`config.mk`:
```
export PLATFORM = sky130hd
export DESIGN_NAME = edac_scrub_arb_flat
export DESIGN_NICKNAME = d
export VERILOG_FILES = /design/src/rtl/edac_scrub_arb_if.sv /design/src/rtl/edac_scrub_arb.sv /design/src/flat_wrapper.sv
export SDC_FILE = /design/constraint.sdc
export NUM_CORES = 1
export LEC_CHECK = 0
export CORE_MARGIN = 5
export CORE_UTILIZATION = 43
export DETAILED_ROUTE_END_ITERATION = 6
export GPL_ROUTABILITY_DRIVEN = 0
export GPL_TIMING_DRIVEN = 0
export PLACE_DENSITY = 0.77
export SLEW_MARGIN = 5
export SYNTH_ARGS = -nofsm -noshare
export SYNTH_HDL_FRONTEND = slang
export SYNTH_SLANG_ARGS = --single-unit
```
`constraint.sdc`:
```
create_clock -name clk -period 2.4 [get_ports clk]
set_input_delay 0.36 -clock clk [delete_from_list [all_inputs] [get_ports clk]]
set_output_delay 0.36 -clock clk [all_outputs]
set_load 0.02 [all_outputs]
```
`src/rtl/edac_scrub_arb_if.sv`:
```
// RAM-side bus of the EDAC scrub arbiter: user traffic in, decoder results in, RAM port out.
interface edac_scrub_arb_if #(
   parameter int RAM_LOGDEPTH = 8,
   parameter int CW           = 22
);
   logic                    user_rEn;
   logic [RAM_LOGDEPTH-1:0] user_rA;
   logic                    user_wEn;
   logic [RAM_LOGDEPTH-1:0] user_wA;
   logic [CW-1:0]           user_wD;

   logic [CW-1:0]           dec_code;
   logic                    dec_err;
   logic                    dec_corr;

   logic                    ram_rEn;
   logic [RAM_LOGDEPTH-1:0] ram_rA;
   logic                    ram_wEn;
   logic [RAM_LOGDEPTH-1:0] ram_wA;
   logic [CW-1:0]           ram_wD;

   // Handshake: enables are single-cycle strobes with no ready; a user strobe is always
   // forwarded to the RAM the same cycle, and the scrubber only uses a port in cycles
   // where the matching user strobe is low.
   modport slave (
      input  user_rEn, user_rA, user_wEn, user_wA, user_wD,
      input  dec_code, dec_err, dec_corr,
      output ram_rEn, ram_rA, ram_wEn, ram_wA, ram_wD
   );

   modport master (
      output user_rEn, user_rA, user_wEn, user_wA, user_wD,
      output dec_code, dec_err, dec_corr,
      input  ram_rEn, ram_rA, ram_wEn, ram_wA, ram_wD
   );
endinterface

```
`src/rtl/edac_scrub_arb.sv`:
```
// Background EDAC scrubber sharing a RAM port with user traffic (user always wins).
// Define EDAC_SCRUB_WRBK_EN to write corrected words back; otherwise they are only counted.
module edac_scrub_arb #(
   parameter int DAT_WIDTH    = 16,
   parameter int PAR_WIDTH    = 6,
   parameter int RAM_LOGDEPTH = 8,
   parameter int SCRUB_AMIN   = 0,
   parameter int SCRUB_AMAX   = 255,
   parameter int DEC_LAT      = 2,
   parameter int DIV_WDTH     = 20,
   parameter int TMOUT_SET    = 10,
   parameter int CNT_WDTH     = 8
) (
   input  logic                    clk,
   input  logic                    rst,
   edac_scrub_arb_if.slave         bus,
   input  logic                    start_scrub,
   input  logic                    stop_scrub,
   input  logic                    clr_log,
   output logic                    now_scrubbing,
   output logic                    scrub_done,
   output logic                    tmoutflg,
   output logic [CNT_WDTH-1:0]     corr_cnt,
   output logic [CNT_WDTH-1:0]     uncorr_cnt,
   output logic [RAM_LOGDEPTH-1:0] err_addr,
   output logic                    err_vld,
   output logic [2:0]              dbg_state
);
   localparam int                    CW       = DAT_WIDTH + PAR_WIDTH;
   localparam int                    AW       = RAM_LOGDEPTH;
   localparam logic [AW-1:0]         AMIN     = AW'(SCRUB_AMIN);
   localparam logic [AW-1:0]         AMAX     = AW'(SCRUB_AMAX);
   localparam logic [2:0]            LAT_LAST = 3'(DEC_LAT - 1);
   localparam int                    BLK_W    = $clog2(TMOUT_SET + 1);
   localparam logic [BLK_W-1:0]      BLK_LAST = BLK_W'(TMOUT_SET - 1);
   localparam logic [CNT_WDTH-1:0]   CNT_ONE  = CNT_WDTH'(1);

   typedef enum logic [2:0] {
      IDLE = 3'd0,
      READ = 3'd1,
      WAIT = 3'd2,
`ifdef EDAC_SCRUB_WRBK_EN
      WRBK = 3'd4,
`endif
      DONE = 3'd3
   } state_t;

   state_t               state_q, state_d;
   logic [AW-1:0]        addr_q, addr_d;
   logic [2:0]           lat_q, lat_d;
   logic                 cancel_q, cancel_d;
   logic                 parked_q, parked_d;
   logic [CW-1:0]        code_q;
   logic                 scrub_due_q;
   logic [DIV_WDTH-1:0]  timer_q;
   logic [BLK_W-1:0]     blk_q;
   logic                 tmout_q;
   logic [CNT_WDTH-1:0]  corr_q, uncorr_q;
   logic [AW-1:0]        err_addr_q;
   logic                 err_vld_q;

   logic fsm_rd, fsm_wr, blocked, granted, advance;
   logic corr_evt, uncorr_evt, user_hit;

   always_comb begin
      state_d    = state_q;
      addr_d     = addr_q;
      lat_d      = lat_q;
      cancel_d   = cancel_q;
      parked_d   = parked_q;
      fsm_rd     = 1'b0;
      fsm_wr     = 1'b0;
      blocked    = 1'b0;
      granted    = 1'b0;
      advance    = 1'b0;
      corr_evt   = 1'b0;
      uncorr_evt = 1'b0;
      user_hit   = bus.user_wEn && (bus.user_wA == addr_q);
      case (state_q)
         // parked_q remembers a stop so that release resumes without a new trigger
         IDLE: begin
            if ((scrub_due_q || parked_q) && !stop_scrub) begin
               state_d  = READ;
               parked_d = 1'b0;
            end
         end
         READ: begin
            if (stop_scrub) begin
               state_d  = IDLE;
               parked_d = 1'b1;
            end else if (bus.user_rEn) begin
               blocked = 1'b1;
            end else begin
               fsm_rd   = 1'b1;
               granted  = 1'b1;
               state_d  = WAIT;
               lat_d    = 3'd0;
               cancel_d = 1'b0;
            end
         end
         WAIT: begin
            cancel_d = cancel_q | user_hit;
            if (lat_q == LAT_LAST) begin
               if (bus.dec_err && bus.dec_corr) begin
                  corr_evt = 1'b1;
`ifdef EDAC_SCRUB_WRBK_EN
                  if (cancel_q || user_hit) advance = 1'b1;
                  else                      state_d = WRBK;
`else
                  advance = 1'b1;
`endif
               end else begin
                  uncorr_evt = bus.dec_err;
                  advance    = 1'b1;
               end
            end else begin
               lat_d = lat_q + 3'd1;
            end
         end
`ifdef EDAC_SCRUB_WRBK_EN
         // A user write to the same word makes our corrected copy stale: drop it.
         WRBK: begin
            if (user_hit) begin
               advance = 1'b1;
            end else if (bus.user_wEn) begin
               blocked = 1'b1;
            end else begin
               fsm_wr  = !rst;
               granted = 1'b1;
               advance = 1'b1;
            end
         end
`endif
         DONE:    state_d = IDLE;
         default: state_d = IDLE;
      endcase
      if (advance) begin
         if (addr_q == AMAX) begin
            addr_d  = AMIN;
            state_d = DONE;
         end else begin
            addr_d  = addr_q + 1'b1;
            state_d = READ;
         end
      end
   end

   always_ff @(posedge clk) begin
      if (rst) begin
         state_q     <= IDLE;
         addr_q      <= AMIN;
         lat_q       <= 3'd0;
         cancel_q    <= 1'b0;
         parked_q    <= 1'b0;
         code_q      <= '0;
         scrub_due_q <= 1'b0;
         timer_q     <= '0;
         blk_q       <= '0;
         tmout_q     <= 1'b0;
         corr_q      <= '0;
         uncorr_q    <= '0;
         err_addr_q  <= '0;
         err_vld_q   <= 1'b0;
      end else begin
         state_q  <= state_d;
         addr_q   <= addr_d;
         lat_q    <= lat_d;
         cancel_q <= cancel_d;
         parked_q <= parked_d;
         timer_q  <= timer_q + 1'b1;

         if (state_q == IDLE && state_d == READ)  scrub_due_q <= 1'b0;
         else if (start_scrub || (&timer_q))      scrub_due_q <= 1'b1;

         if (granted) begin
            blk_q   <= '0;
            tmout_q <= 1'b0;
         end else if (blocked) begin
            if (blk_q == BLK_LAST) tmout_q <= 1'b1;
            else                   blk_q   <= blk_q + 1'b1;
         end

         if (corr_evt) code_q <= bus.dec_code;

         // An event coinciding with clr_log survives the clear.
         if (corr_evt)     corr_q <= clr_log ? CNT_ONE : ((&corr_q) ? corr_q : corr_q + 1'b1);
         else if (clr_log) corr_q <= '0;

         if (uncorr_evt)   uncorr_q <= clr_log ? CNT_ONE : ((&uncorr_q) ? uncorr_q : uncorr_q + 1'b1);
         else if (clr_log) uncorr_q <= '0;

         if (uncorr_evt && (!err_vld_q || clr_log)) begin
            err_addr_q <= addr_q;
            err_vld_q  <= 1'b1;
         end else if (clr_log) begin
            err_vld_q  <= 1'b0;
         end
      end
   end

   assign bus.ram_rEn = bus.user_rEn | fsm_rd;
   assign bus.ram_rA  = fsm_rd ? addr_q : bus.user_rA;
   assign bus.ram_wEn = bus.user_wEn | fsm_wr;
   assign bus.ram_wA  = fsm_wr ? addr_q : bus.user_wA;
   assign bus.ram_wD  = fsm_wr ? code_q : bus.user_wD;

   assign now_scrubbing = (state_q != IDLE);
   assign scrub_done    = (state_q == DONE);
   assign tmoutflg      = tmout_q;
   assign corr_cnt      = corr_q;
   assign uncorr_cnt    = uncorr_q;
   assign err_addr      = err_addr_q;
   assign err_vld       = err_vld_q;
   assign dbg_state     = state_q;
endmodule

```
`src/flat_wrapper.sv`:
```
// flat-port wrapper written by rule: the top's interface ports become plain ports
module edac_scrub_arb_flat 
#(
   parameter int DAT_WIDTH    = 16,
   parameter int PAR_WIDTH    = 6,
   parameter int RAM_LOGDEPTH = 8,
   parameter int SCRUB_AMIN   = 0,
   parameter int SCRUB_AMAX   = 255,
   parameter int DEC_LAT      = 2,
   parameter int DIV_WDTH     = 20,
   parameter int TMOUT_SET    = 10,
   parameter int CNT_WDTH     = 8
)
  (clk, rst, start_scrub, stop_scrub, clr_log, now_scrubbing, scrub_done, tmoutflg, corr_cnt, uncorr_cnt, err_addr, err_vld, dbg_state, bus_user_rEn, bus_user_rA, bus_user_wEn, bus_user_wA, bus_user_wD, bus_dec_code, bus_dec_err, bus_dec_corr, bus_ram_rEn, bus_ram_rA, bus_ram_wEn, bus_ram_wA, bus_ram_wD);
  edac_scrub_arb_if #(.RAM_LOGDEPTH(RAM_LOGDEPTH), .CW((22))) bus_i ();
  input  logic clk;
  input  logic rst;
  input  logic start_scrub;
  input  logic stop_scrub;
  input  logic clr_log;
  output logic now_scrubbing;
  output logic scrub_done;
  output logic tmoutflg;
  output logic [CNT_WDTH-1:0] corr_cnt;
  output logic [CNT_WDTH-1:0] uncorr_cnt;
  output logic [RAM_LOGDEPTH-1:0] err_addr;
  output logic err_vld;
  output logic [2:0] dbg_state;
  input wire logic [$bits(bus_i.user_rEn)-1:0] bus_user_rEn;
  input wire logic [$bits(bus_i.user_rA)-1:0] bus_user_rA;
  input wire logic [$bits(bus_i.user_wEn)-1:0] bus_user_wEn;
  input wire logic [$bits(bus_i.user_wA)-1:0] bus_user_wA;
  input wire logic [$bits(bus_i.user_wD)-1:0] bus_user_wD;
  input wire logic [$bits(bus_i.dec_code)-1:0] bus_dec_code;
  input wire logic [$bits(bus_i.dec_err)-1:0] bus_dec_err;
  input wire logic [$bits(bus_i.dec_corr)-1:0] bus_dec_corr;
  output wire logic [$bits(bus_i.ram_rEn)-1:0] bus_ram_rEn;
  output wire logic [$bits(bus_i.ram_rA)-1:0] bus_ram_rA;
  output wire logic [$bits(bus_i.ram_wEn)-1:0] bus_ram_wEn;
  output wire logic [$bits(bus_i.ram_wA)-1:0] bus_ram_wA;
  output wire logic [$bits(bus_i.ram_wD)-1:0] bus_ram_wD;
  assign bus_i.user_rEn = bus_user_rEn;
  assign bus_i.user_rA = bus_user_rA;
  assign bus_i.user_wEn = bus_user_wEn;
  assign bus_i.user_wA = bus_user_wA;
  assign bus_i.user_wD = bus_user_wD;
  assign bus_i.dec_code = bus_dec_code;
  assign bus_i.dec_err = bus_dec_err;
  assign bus_i.dec_corr = bus_dec_corr;
  assign bus_ram_rEn = bus_i.ram_rEn;
  assign bus_ram_rA = bus_i.ram_rA;
  assign bus_ram_wEn = bus_i.ram_wEn;
  assign bus_ram_wA = bus_i.ram_wA;
  assign bus_ram_wD = bus_i.ram_wD;
  edac_scrub_arb #(.DAT_WIDTH(DAT_WIDTH), .PAR_WIDTH(PAR_WIDTH), .RAM_LOGDEPTH(RAM_LOGDEPTH), .SCRUB_AMIN(SCRUB_AMIN), .SCRUB_AMAX(SCRUB_AMAX), .DEC_LAT(DEC_LAT), .DIV_WDTH(DIV_WDTH), .TMOUT_SET(TMOUT_SET), .CNT_WDTH(CNT_WDTH)) u_core (.clk(clk), .rst(rst), .bus(bus_i), .start_scrub(start_scrub), .stop_scrub(stop_scrub), .clr_log(clr_log), .now_scrubbing(now_scrubbing), .scrub_done(scrub_done), .tmoutflg(tmoutflg), .corr_cnt(corr_cnt), .uncorr_cnt(uncorr_cnt), .err_addr(err_addr), .err_vld(err_vld), .dbg_state(dbg_state));
endmodule
```
# Word level (Yosys, flattened, before mapping)

Cells that the tools add are included.

Logic and storage cells: 99
Bits in registers: 66
Input port bits: 69
Output and inout port bits: 71

Reductions and logical operators: 27
Muxes and demuxes: 38
Equality and inequality tests: 14
Bitwise logic cells: 2
$add $sub $neg: 6

Operators with widths:

| kind                                          | count |
|---|---|
| 2-to-1 mux 8 bit                              | 9 |
| adder 8 x 1 -> 8 bit, second input constant   | 3 |
| 2-to-1 mux 3 bit                              | 7 |
| adder 20 x 1 -> 20 bit, second input constant | 1 |
| AND reduction 20 bit                          | 1 |
| 2-to-1 mux 1 bit                              | 18 |
| AND reduction 8 bit                           | 2 |
| != test 2 bit, second input constant          | 6 |
| nonzero test 2 bit                            | 5 |
| == test 3 x 1 -> 1 bit, second input constant | 3 |
| one-hot mux 3 bit (3 select lines)            | 1 |
| == test 8 bit, second input constant          | 1 |
| AND reduction 2 bit                           | 4 |
| == test 3 x 2 -> 1 bit, second input constant | 2 |
| one-hot mux 3 bit (2 select lines)            | 1 |
| adder 4 x 1 -> 4 bit, second input constant   | 1 |
| == test 4 bit, second input constant          | 1 |
| logical AND 1 bit                             | 4 |
| AND reduction 4 bit                           | 1 |
| OR reduction 2 bit                            | 2 |
| adder 3 x 1 -> 3 bit, second input constant   | 1 |
| zero test 3 bit                               | 1 |
| logical OR 1 bit                              | 3 |
| AND reduction 3 bit                           | 1 |
| other kinds (7)                               | 8 |

# Depth between registers and ports, before layout

Gate-level depths: netlist (run 1).

Depth in word-level cells: 8
Mapped depth: 7
Mapped depth without buffers: 6

# Worst setup path after synthesis (run 1)

Ideal clock, no wire load.

Kind: register to output
Start: register u_core.state_q[2] (netlist: u_core.dbg_state[2])
End: output bus_ram_rA[0]
Buffers on the path: 2
Data arrival time: 1873 ps
Path slack: 167 ps
Stages on the path, launching flop included: 6
Cell sequence: dfxtp_1 -> buf_2 -> nor4b_1 -> nor2b_1 -> buf_2 -> mux2_2

Longest elaborated chain between the ends: 3

Ends and longest elaborated chain:

| element                | RTL line              | text |
|---|---|---|
| start, declared        | edac_scrub_arb.sv:48  | `state_t state_q, state_d;` |
| start signal, assigned | edac_scrub_arb.sv:165 | `state_q <= state_d;` |
| == test 3 x 1 -> 1 bit | edac_scrub_arb.sv:79  | `case (state_q)` |
| 2-to-1 mux 1 bit       | edac_scrub_arb.sv:79  |  |
| 2-to-1 mux 8 bit       | edac_scrub_arb.sv:202 | `assign bus.ram_rA = fsm_rd ? addr_q : bus.user_rA;` |
| end, declared          | flat_wrapper.sv:38    | `output wire logic [$bits(bus_i.ram_rA)-1:0] bus_ram_rA;` |

Every way passes these cells.

# Worst setup path after layout (run 1)

Start: register u_core.state_q[2] (netlist: u_core.dbg_state[2])
End: output bus_ram_rA[3]

Same word-level chain as after synthesis.

==> results of run 1 <==
what timing repair did:
item / CTS / global route
setup buffers: 2 / 1
endpoints found under the setup margin: 9 / 11
gates resized for setup: 30 / 12
pin swaps: 1 / 0
gates cloned: 1 / 0
through the flow:
step | utilization (%) | hold slack [ns] | area (sq um) | setup slack [ns] | power (mW)
2_1_floorplan | - | 0.437 | 3360 | 0.167 | 1.27
3_3_place_gp | 56.6 | 0.453 | 4350 | -0.821 | 1.38
3_5_place_dp | 56.6 | 0.470 | 4350 | -0.851 | 1.38
4_1_cts | 60.5 | 0.481 | 4650 | 0.00655 | 2.54
5_1_grt | 60.2 | 0.505 | 4630 | -0.0548 | 2.60
6_report | 60.2 | 0.482 | 4630 | 0.0439 | 2.51
metal layers:
metal,part of all wire (%),up-vias
met5,0,-
met4,1.2,0
met3,9.6,9
met2,46,108
met1,43,1433
li1,-,1541
synthesized netlist by cell type (5+ instances only):
| cell type | instances | share of area (%) |
|---|---|---|
| dfxtp_1 | 66 | 39 |
| nor2_1 | 44 | 4.9 |
| buf_4 | 31 | 6.9 |
| a21oi_1 | 23 | 3.4 |
| nand2_1 | 18 | 2.0 |
| nand3_1 | 18 | 2.7 |
| mux2i_1 | 13 | 3.9 |
| nor3_1 | 13 | 1.9 |
| xnor2_1 | 13 | 3.4 |
| inv_1 | 12 | 1.3 |
| nand4_1 | 12 | 2.2 |
| or3_1 | 11 | 2.0 |
| mux2_2 | 9 | 3.0 |
| o21ai_0 | 9 | 1.3 |
| clkbuf_1 | 8 | 0.89 |
| ha_1 | 8 | 3.0 |
| nor4_1 | 7 | 1.3 |
| xor2_1 | 7 | 1.8 |
| o31ai_1 | 6 | 1.3 |
| nor2b_1 | 5 | 0.93 |
| or2_2 | 5 | 0.93 |
| or4_1 | 5 | 1.1 |
cell type report:
cell class                 count  share of cell area [%]
inverter                      12                   0.974
tap                          102                    2.76
sequential                    66                    28.6
clock inverter                 7                    2.70
timing repair buffer          90                    18.4
clock buffer                   9                    2.68
multi-input combinational    265                    37.5
buffer                        44                    6.44
flip-flops by register name (all words and copies together), names as in the netlist:
signal	count
u_core.lat_q	3
u_core.tmoutflg	1
u_core.corr_cnt	8
u_core.scrub_due_q	1
u_core.uncorr_cnt	8
u_core.err_addr	8
u_core.timer_q	20
u_core.dbg_state	3
u_core.err_vld	1
u_core.blk_q	4
u_core.addr_q	8
u_core.parked_q	1
worst max-delay path: cells and delay by family (launching register included):
family        cells  cell delay [ns]
simple gates      2             0.45
flops             1             0.31
buf+inv           4             0.56
mux               1             0.32
cell families (layout without fill, tap and decap cells):
family	count (synthesis)	count (layout)	share of synthesized area (%)
other cells	1	1	0.112
xor+xnor	20	20	5.21
simple gates	162	162	25.8
compound gates	52	52	9.71
fa+ha+maj	8	8	2.98
flops	66	66	39.3
mux	22	22	6.88
buf+inv	56	162	10.0
power groups by stage:
| stage | registers (mW) | logic (mW) | clock network [mW] |
|---|---|---|---|
| 2_1_floorplan | 1.13 | 0.132 | 0 |
| 3_3_place_gp | 1.13 | 0.247 | 0 |
| 3_5_place_dp | 1.14 | 0.249 | 0 |
| 4_1_cts | 1.11 | 0.250 | 1.18 |
| 5_1_grt | 1.11 | 0.258 | 1.23 |
| 6_report | 1.11 | 0.242 | 1.16 |
path summary, 6_finish.rpt:
check | slack, ns | endpoint | startpoint | cells past startpoint
worst min-delay path | 0.48 | u_core.parked_q$_SDFFE_PP0P_ | u_core.parked_q$_SDFFE_PP0P_ | 2
worst min register to register | 0.48 | u_core.parked_q$_SDFFE_PP0P_ | u_core.parked_q$_SDFFE_PP0P_ | 2
worst max register to register | 0.15 | u_core.uncorr_cnt[7]$_SDFFE_PP0P_ | u_core.dbg_state[1]$_SDFF_PP0_ | 4
worst max-delay path | 0.04 | bus_ram_rA[3] | u_core.dbg_state[2]$_SDFF_PP0_ | 7
==> impl_metrics.ini, run 1 <==
[placed_design]
port-buffer-count = 86
place.detailed.hpwl_mm = 6.01
dp_cells = 575

[yosys]
synth.lib_cells_used.distinct = 48
synth_seq_cells = 66
postSynth.topFlopCell = dfxtp_1
synthesis.instances = 387
number_of_flops_mapped_to_enable_cells_by_yosys = 0
postSynth.asyncResetShare_pct = 0
post_synth.cell_area_avg_sq_um = 8.69
ys_seq_area_share_pct = 39.3
synth_area_sq_mm = 0.00336
synth.yosys.warnings = 0
synth_nets = 464

[power_and_ir_drop]
ir_drop_uv = 392
power.density_mw_per_mm2 = 542
p_switching_mw = 0.578
p_int_mw = 1.93
cellLeakagePower_nw = 1.69
power_frac_comb_pct = 9.6
power.switching_fraction_pct = 23.1
seqPwrFrac_pct = 44.3
power.share.clock_pct = 46.1

[floorplanning]
io_pins = 140
die_area_sq_mm = 0.00969
start_util_pct = 43.8
die-height_microns = 98.4
die_width_microns = 98.4
core_region_area_sq_mm = 0.00769
fp-row-count = 32

[global_route]
globalRouteMet3Util_pct = 6.23
global_route.usage.met1_pct = 20.4
grt_usage_pct = 16.7
grt_pass1_vias = 2958
gr-total-overflow = 0
top_usage_layer = met2
global_route_wire_length_before_repair_mm = 13.5
grt_antenna_before_repair = 0
globalRouteMet2Util_pct = 27.6
largest_net_degree_at_the_start_of_global_routing = 14

[setup_path]
cp_cell_sequence = buf_2, nor4b_4, nor2b_4, buf_4, buf_4, mux2_2, buf_2
worst-path-max-fanout = 8
worstPathArrival_ns = 2.00
critPathKind = reg2out
cpMaxStageDelayCell = mux2_2
worstPathRequired_ns = 2.04
timing.critical_path.from_type = flip-flop
critPathMaxStageDelay_ns = 0.32
timing.critical_path.to_type = primary output

[final_layout]
post_route_cells_drive_above_1_share_pct = 18.5
final-seq-area_sq_mm = 0.00132
area.growth.synth_to_final_pct = 37.5
finish.net_count = 565
area_of_the_multi_input_gates_sq_mm = 0.00173
antenna_cells = 0
layout_filler_cell_count = 686
final_cell_count_no_fill = 595
layout_commonest_cell = clkdlybuf4s50_1
most-common-layout-cells = 77 x clkdlybuf4s50_1, 65 x dfxtp_1, 44 x nor2_1, 35 x buf_4, 23 x a21oi_1

[sta]
setup_viol = 0
grt_setup_unrepaired = yes
clock_skew_ns = 0.00972
period_share_pct = 98.2
worst_slew_margin_relative_to_its_limit_pct = 56.7
finalWorstPathRequiredPeriod_ns = 2.36
final_max_slew_viol_count = 0
achievable-frequency_mhz = 424
tightest_slew_ns = 0.647
finalHoldViolations = 0
setup_total_negative_slack_ns = 0

[clocking]
cts_tree = built
worstSkewPairLatency_ns = 0.35
tritoncts.num_buffers = 9
ctsHoldBuffers = 0
root_buffer = clkbuf_8
htree_levels = 3
clock_transition_at_the_register_clock_pins_on_the_worst_setup_and_hold_paths_after_cts_ns = 0.07
clkSinkCount = 66
cts-root-to-sink-buffers = 2

[job]
cap_viol_max_count = 0

[status]
outcome = finished, final reports clean

[detailed_routing]
ant_nets = 0
detail_route.drc_violations = 0
initialDrtViolationCount = 100
avgViaCountPerCell = 5.19
dr_total_vias = 3091
routed_wirelength_mm = 8.20
first_pass_iters = 4
wl_per_cell_microns = 13.8

[min_path]
hp-class = reg2reg
(Power assumes the default switching activity.)
==> inputs of run 2 (changes only) <==
CORE_UTILIZATION = 25   (was 43)
PLACE_DENSITY = 0.49   (was 0.77)
==> run 2 against run 1 <==
  * Global-route usage is 6.0 points lower
  * Die area is 64% higher
  * Via count is 1.8% lower
  * Critical path depth is 1 lower
  * Core utilization is 24 points lower
  * Sequential share of layout area is 0.63 points lower
  * Non-clock buffer count is 3 lower
  * Setup slack better by 0.065 ns
  * Cell count is 12% higher
  * Critical endpoint is now bus_ram_rA[5]
==> impl_metrics.ini, run 2 (synthesis gave the netlist of run 1 again) <==
[setup_path]
buf_inv_stages_crit_path = 3
ff2ff_setup_slack_ns = 0.15
worstPathRequired_ns = 2.04
worst-path-max-fanout = 9
critPathMaxStageDelay_ns = 0.33
critPathKind = reg2out
worstPathArrival_ns = 1.93
timing.critical_path.to_type = primary output
cpMaxStageDelayCell = mux2_2
path_delay_family = buffers and inverters
timing.critical_path.from_type = flip-flop
cp_cell_sequence = buf_4, nor4b_4, nor2b_4, buf_8, mux2_2, buf_2

[global_route]
grt_antenna_before_repair = 0
largest_net_degree_at_the_start_of_global_routing = 13
gr-total-overflow = 0
grt_pass1_vias = 2952
global_route_wire_length_before_repair_mm = 14.2
grt_usage_pct = 10.8

[detailed_routing]
wl_per_cell_microns = 13.0
dr_total_vias = 3036
first_pass_iters = 4
ant_nets = 0
avgViaCountPerCell = 4.56
routed_wirelength_mm = 8.64
initialDrtViolationCount = 114
detail_route.drc_violations = 0

[final_layout]
largest_reg_flops = 20
antenna_cells = 0
layout_commonest_cell = clkdlybuf4s50_1
final_cell_count_no_fill = 666
most-common-layout-cells = 76 x clkdlybuf4s50_1, 65 x dfxtp_1, 44 x nor2_1, 33 x buf_4, 23 x a21oi_1
area.growth.synth_to_final_pct = 40.6
post_route_cells_drive_above_1_share_pct = 18.0
largest-register = u_core.timer_q
finish.net_count = 562
fraction_of_the_core_area_covered_by_cells_at_the_end_of_the_flow_pct = 35.7

[power_and_ir_drop]
cellLeakagePower_nw = 1.70
power.density_mw_per_mm2 = 537
ir_drop_uv = 301

[placed_design]
place.detailed.hpwl_mm = 6.47
port-buffer-count = 86
dp_cells = 649

[min_path]
hp-class = reg2reg

[clocking]
root_buffer = clkbuf_16
ctsHoldBuffers = 0
cts-root-to-sink-buffers = 2
worstSkewPairLatency_ns = 0.32
clkSinkCount = 66
htree_levels = 3
clock_transition_at_the_register_clock_pins_on_the_worst_setup_and_hold_paths_after_cts_ns = 0.06
cts_tree = built
tritoncts.num_buffers = 9

[job]
cap_viol_max_count = 0

[sta]
achievable-frequency_mhz = 436
period_share_pct = 95.5
clock_skew_ns = 0.00631
grt_setup_unrepaired = no
worst_slew_margin_relative_to_its_limit_pct = 57.4
final_max_slew_viol_count = 0
finalWorstPathRequiredPeriod_ns = 2.29
tightest_slew_ns = 0.638
setup_viol = 0
finalHoldViolations = 0

[floorplanning]
die_area_sq_mm = 0.0159
die_width_microns = 126
core_region_area_sq_mm = 0.0132
die-height_microns = 126
fp-row-count = 42
start_util_pct = 25.4
io_pins = 140

[status]
outcome = finished, final reports clean
## run 2: cell types whose count changed in the layout (fill, tap and decap cells not counted), sizes merged
cell           before  now
clkbuf             18   25
bufinv              3    0
clkdlybuf4s50      77   76
clkinvlp            0    2
dlymetal6s2s        0    1
buf                47   38
## run 2: stage by stage
stage	TNS, ns	setup WS [ns]	power, mW	instance area [sq um]	hold slack (ns)
2_1_floorplan	0	0.167	1.27	3360	0.437
3_3_place_gp	-11.80	-0.849	1.39	4440	0.456
3_5_place_dp	-12.65	-0.858	1.39	4440	0.467
4_1_cts	0	0.00152	2.59	4750	0.480
5_1_grt	0	0.00888	2.65	4730	0.492
6_report	0	0.109	2.54	4730	0.477
## run 2: repair_timing
action                     4_1_cts  5_1_grt
buffers inserted                 1        0
pin swaps                        1        1
resized for setup               25       16
setup endpoints to repair        9       18
## run 2: final cells by class
cell class / count / area [sq um]
well taps: 176 / 220
multi-input cells: 265 / 1730
inverters: 12 / 45.0
flip-flops and latches: 66 / 1320
clock buffers: 10 / 229
fillers: 1382 / 8510
clock inverters: 6 / 42.5
plain buffers: 44 / 307
repair buffers: 87 / 830
## run 2: worst reg2reg max path, delay by kind of cell, from the launching register on
kind	cells	cell delay, ns
buffers and inverters	1	0.15
AND/OR/NAND/NOR	3	1.28
multiplexers	1	0.23
flip-flops	1	0.52
## run 2: path summary, 6_finish.rpt
| check | from | to | depth (start not counted) |
|---|---|---|---|
| worst max-delay path | u_core.dbg_state[2]$_SDFF_PP0_ | bus_ram_rA[5] | 6 |
| worst min-delay path | u_core.timer_q[0]$_SDFF_PP0_ | u_core.timer_q[0]$_SDFF_PP0_ | 1 |
| worst max register to register | u_core.dbg_state[1]$_SDFF_PP0_ | u_core.corr_cnt[5]$_SDFFE_PP0P_ | 5 |
| worst min register to register | u_core.timer_q[0]$_SDFF_PP0_ | u_core.timer_q[0]$_SDFF_PP0_ | 1 |
## run 2: per-layer routing
layer  GRT usage [%]  share of wire (%)  routed length [microns]  up-vias
li1                -                  -                        -     1541
met1            14.3                 48                     4180     1387
met2            16.6                 43                     3710       98
met3            3.18                6.7                      582       10
met4            3.97                1.9                      162        0
met5               0                  0                        0        -
## run 2: where the power goes
part	total, mW	leakage [nW]	switching (mW)	internal (mW)
Sequential	1.11	0.533	0.00804	1.10
Clock	1.19	0.129	0.486	0.700
Combinational	0.243	1.04	0.113	0.130
==> inputs of run 3 (changes only) <==
PLACE_DENSITY = 0.64   (was 0.49)
==> run 3 against run 2 <==
  * Core utilization increased by 0.53 points
  * Flip-flop and latch count unchanged
  * Cell count increased by 0.15%
  * Setup slack got worse by 0.055 ns
  * First-iteration DRC count increased by 33%
  * Critical path depth unchanged
  * Sequential share of layout area decreased by 0.41 points
  * Global-route usage decreased by 0.12 points
  * Register-to-register slack about the same
  * Routed wire length increased by 0.61%
  * Maximum frequency decreased by 2.3%
  * Largest cell class unchanged
  * Largest power group unchanged
==> impl_metrics.ini, run 3 (synthesis gave the netlist of run 1 again) <==
[status]
outcome = finished, final reports clean

[floorplanning]
fp-row-count = 42
die_width_microns = 126
die-height_microns = 126
start_util_pct = 25.4
core_region_area_sq_mm = 0.0132
io_pins = 140
die_area_sq_mm = 0.0159

[clocking]
cts_tree = built
clkSinkCount = 66
worstSkewPairLatency_ns = 0.33
htree_levels = 3
root_buffer = clkbuf_16
tritoncts.num_buffers = 9
ctsHoldBuffers = 0
clock_transition_at_the_register_clock_pins_on_the_worst_setup_and_hold_paths_after_cts_ns = 0.06
cts-root-to-sink-buffers = 2

[detailed_routing]
dr_total_vias = 3099
routed_wirelength_mm = 8.69
avgViaCountPerCell = 4.65
first_pass_iters = 4
detail_route.drc_violations = 0
ant_nets = 0
initialDrtViolationCount = 152
wl_per_cell_microns = 13.0

[placed_design]
dp_cells = 649
placed_area_sq_mm = 0.00444
place.detailed.hpwl_mm = 6.59
port-buffer-count = 86

[sta]
tightest_slew_ns = 0.611
finalWorstPathRequiredPeriod_ns = 2.35
period_share_pct = 97.8
grt_setup_unrepaired = yes
worst_slew_margin_relative_to_its_limit_pct = 59.3
setup_viol = 0
clock_skew_ns = 0.00465
final_max_slew_viol_count = 0
finalHoldViolations = 0
achievable-frequency_mhz = 426

[setup_path]
critPathKind = reg2out
end_of_the_worst_register_to_register_path = u_core.uncorr_cnt[7]$_SDFFE_PP0P_
worst-path-max-fanout = 9
cp_cell_sequence = buf_2, nor4b_4, nor2b_4, buf_8, mux2_2, clkdlybuf4s15_2
path_delay_family = buffers and inverters
critPathMaxStageDelay_ns = 0.33
buf_inv_stages_crit_path = 3
timing.critical_path.from_type = flip-flop
ff2ff_setup_slack_ns = 0.16
cpMaxStageDelayCell = mux2_2
crit-reg2reg-launch = u_core.lat_q[0]$_SDFFE_PP0P_
worstPathArrival_ns = 1.99
timing.critical_path.to_type = primary output
worstPathRequired_ns = 2.04
r2r_cells = 6

[final_layout]
post_route_cells_drive_above_1_share_pct = 17.9
finish.net_count = 563
most-common-layout-cells = 77 x clkdlybuf4s50_1, 65 x dfxtp_1, 44 x nor2_1, 33 x buf_4, 23 x a21oi_1
largest-register = u_core.timer_q
layout_commonest_cell = clkdlybuf4s50_1
fraction_of_the_core_area_covered_by_cells_at_the_end_of_the_flow_pct = 36.2
area.growth.synth_to_final_pct = 42.7
post-route-cell-area_sq_mm = 0.00480
final_cell_count_no_fill = 667
largest_reg_flops = 20
antenna_cells = 0

[global_route]
top_usage_layer = met2
grt_usage_pct = 10.7
globalRouteMet3Util_pct = 3.90
globalRouteMet2Util_pct = 18.3
global_route.usage.met1_pct = 12.2
grt_pass1_vias = 3058
gr-total-overflow = 0
grt_antenna_before_repair = 0
largest_net_degree_at_the_start_of_global_routing = 13
global_route_wire_length_before_repair_mm = 14.1

[min_path]
hp-class = reg2reg
hold_path.startpoint = u_core.parked_q$_SDFFE_PP0P_
worst_hold_path.endpoint = u_core.parked_q$_SDFFE_PP0P_
whs_path_depth = 2

[power_and_ir_drop]
overall_power_after_layout_mw = 2.69
ir_drop_uv = 313
power.density_mw_per_mm2 = 560
cellLeakagePower_nw = 1.71

[job]
cap_viol_max_count = 0
==> run 3: final cells by class <==
| class | count | area, sq um |
|---|---|---|
| Buffer | 44 | 302 |
| Clock buffer | 10 | 239 |
| Clock inverter | 6 | 65.1 |
| Fill cell | 1323 | 8440 |
| Inverter | 12 | 45.0 |
| Multi-Input combinational cell | 265 | 1730 |
| Sequential cell | 66 | 1320 |
| Tap cell | 176 | 220 |
| Timing Repair Buffer | 88 | 872 |
==> run 3: report_power, final <==
| group | internal [mW] | total (mW) | switching [mW] |
|---|---|---|---|
| Clock | 0.833 | 1.33 | 0.496 |
| Sequential | 1.10 | 1.11 | 0.00814 |
| Combinational | 0.133 | 0.247 | 0.113 |
| Total | 2.07 | 2.69 | 0.617 |
==> run 3: worst max-delay path by stage <==
stage | start | endpoint | slack [ns] | cells after the start
after global routing | u_core.dbg_state[2]$_SDFF_PP0_ | bus_ram_rA[2] | -0.003 | 6
after CTS | u_core.dbg_state[2]$_SDFF_PP0_ | bus_ram_rA[0] | 0.03 | 6
final | u_core.dbg_state[2]$_SDFF_PP0_ | bus_ram_rA[6] | 0.05 | 6
after global placement | stop_scrub | bus_ram_rA[5] | -0.85 | 6
after floorplan | u_core.dbg_state[2]$_SDFF_PP0_ | bus_ram_rA[0] | 0.17 | 5
after detailed placement | stop_scrub | bus_ram_rA[0] | -0.91 | 6
==> run 3: repair_timing <==
action	CTS	global route
pin swaps	1	0
endpoints found under the hold margin	0	0
resized for setup	31	5
endpoints found under the setup margin	9	18
buffers inserted	1	1
==> run 3: through the flow <==
stage               hold slack, ns  setup slack, ns  setup TNS, ns
detailed placement           0.469           -0.911         -11.44
CTS                          0.477           0.0259              0
global placement             0.456           -0.848         -10.10
floorplan                    0.437            0.167              0
global route                 0.506         -0.00302       -0.00424
finish                       0.479           0.0536              0
==> run 3: metal layers <==
| metal | routed length, microns | part of all wire [%] |
|---|---|---|
| met5 | 0 | 0 |
| met4 | 143 | 1.6 |
| met3 | 702 | 8.1 |
| met2 | 4060 | 47 |
| met1 | 3780 | 43 |
==> run 3: tightest hold or removal path, stage by stage (launching register included) <==
cell and delay [ns]:
dfxtp_1 0.32, nand2_1 0.06, a21oi_1 0.05
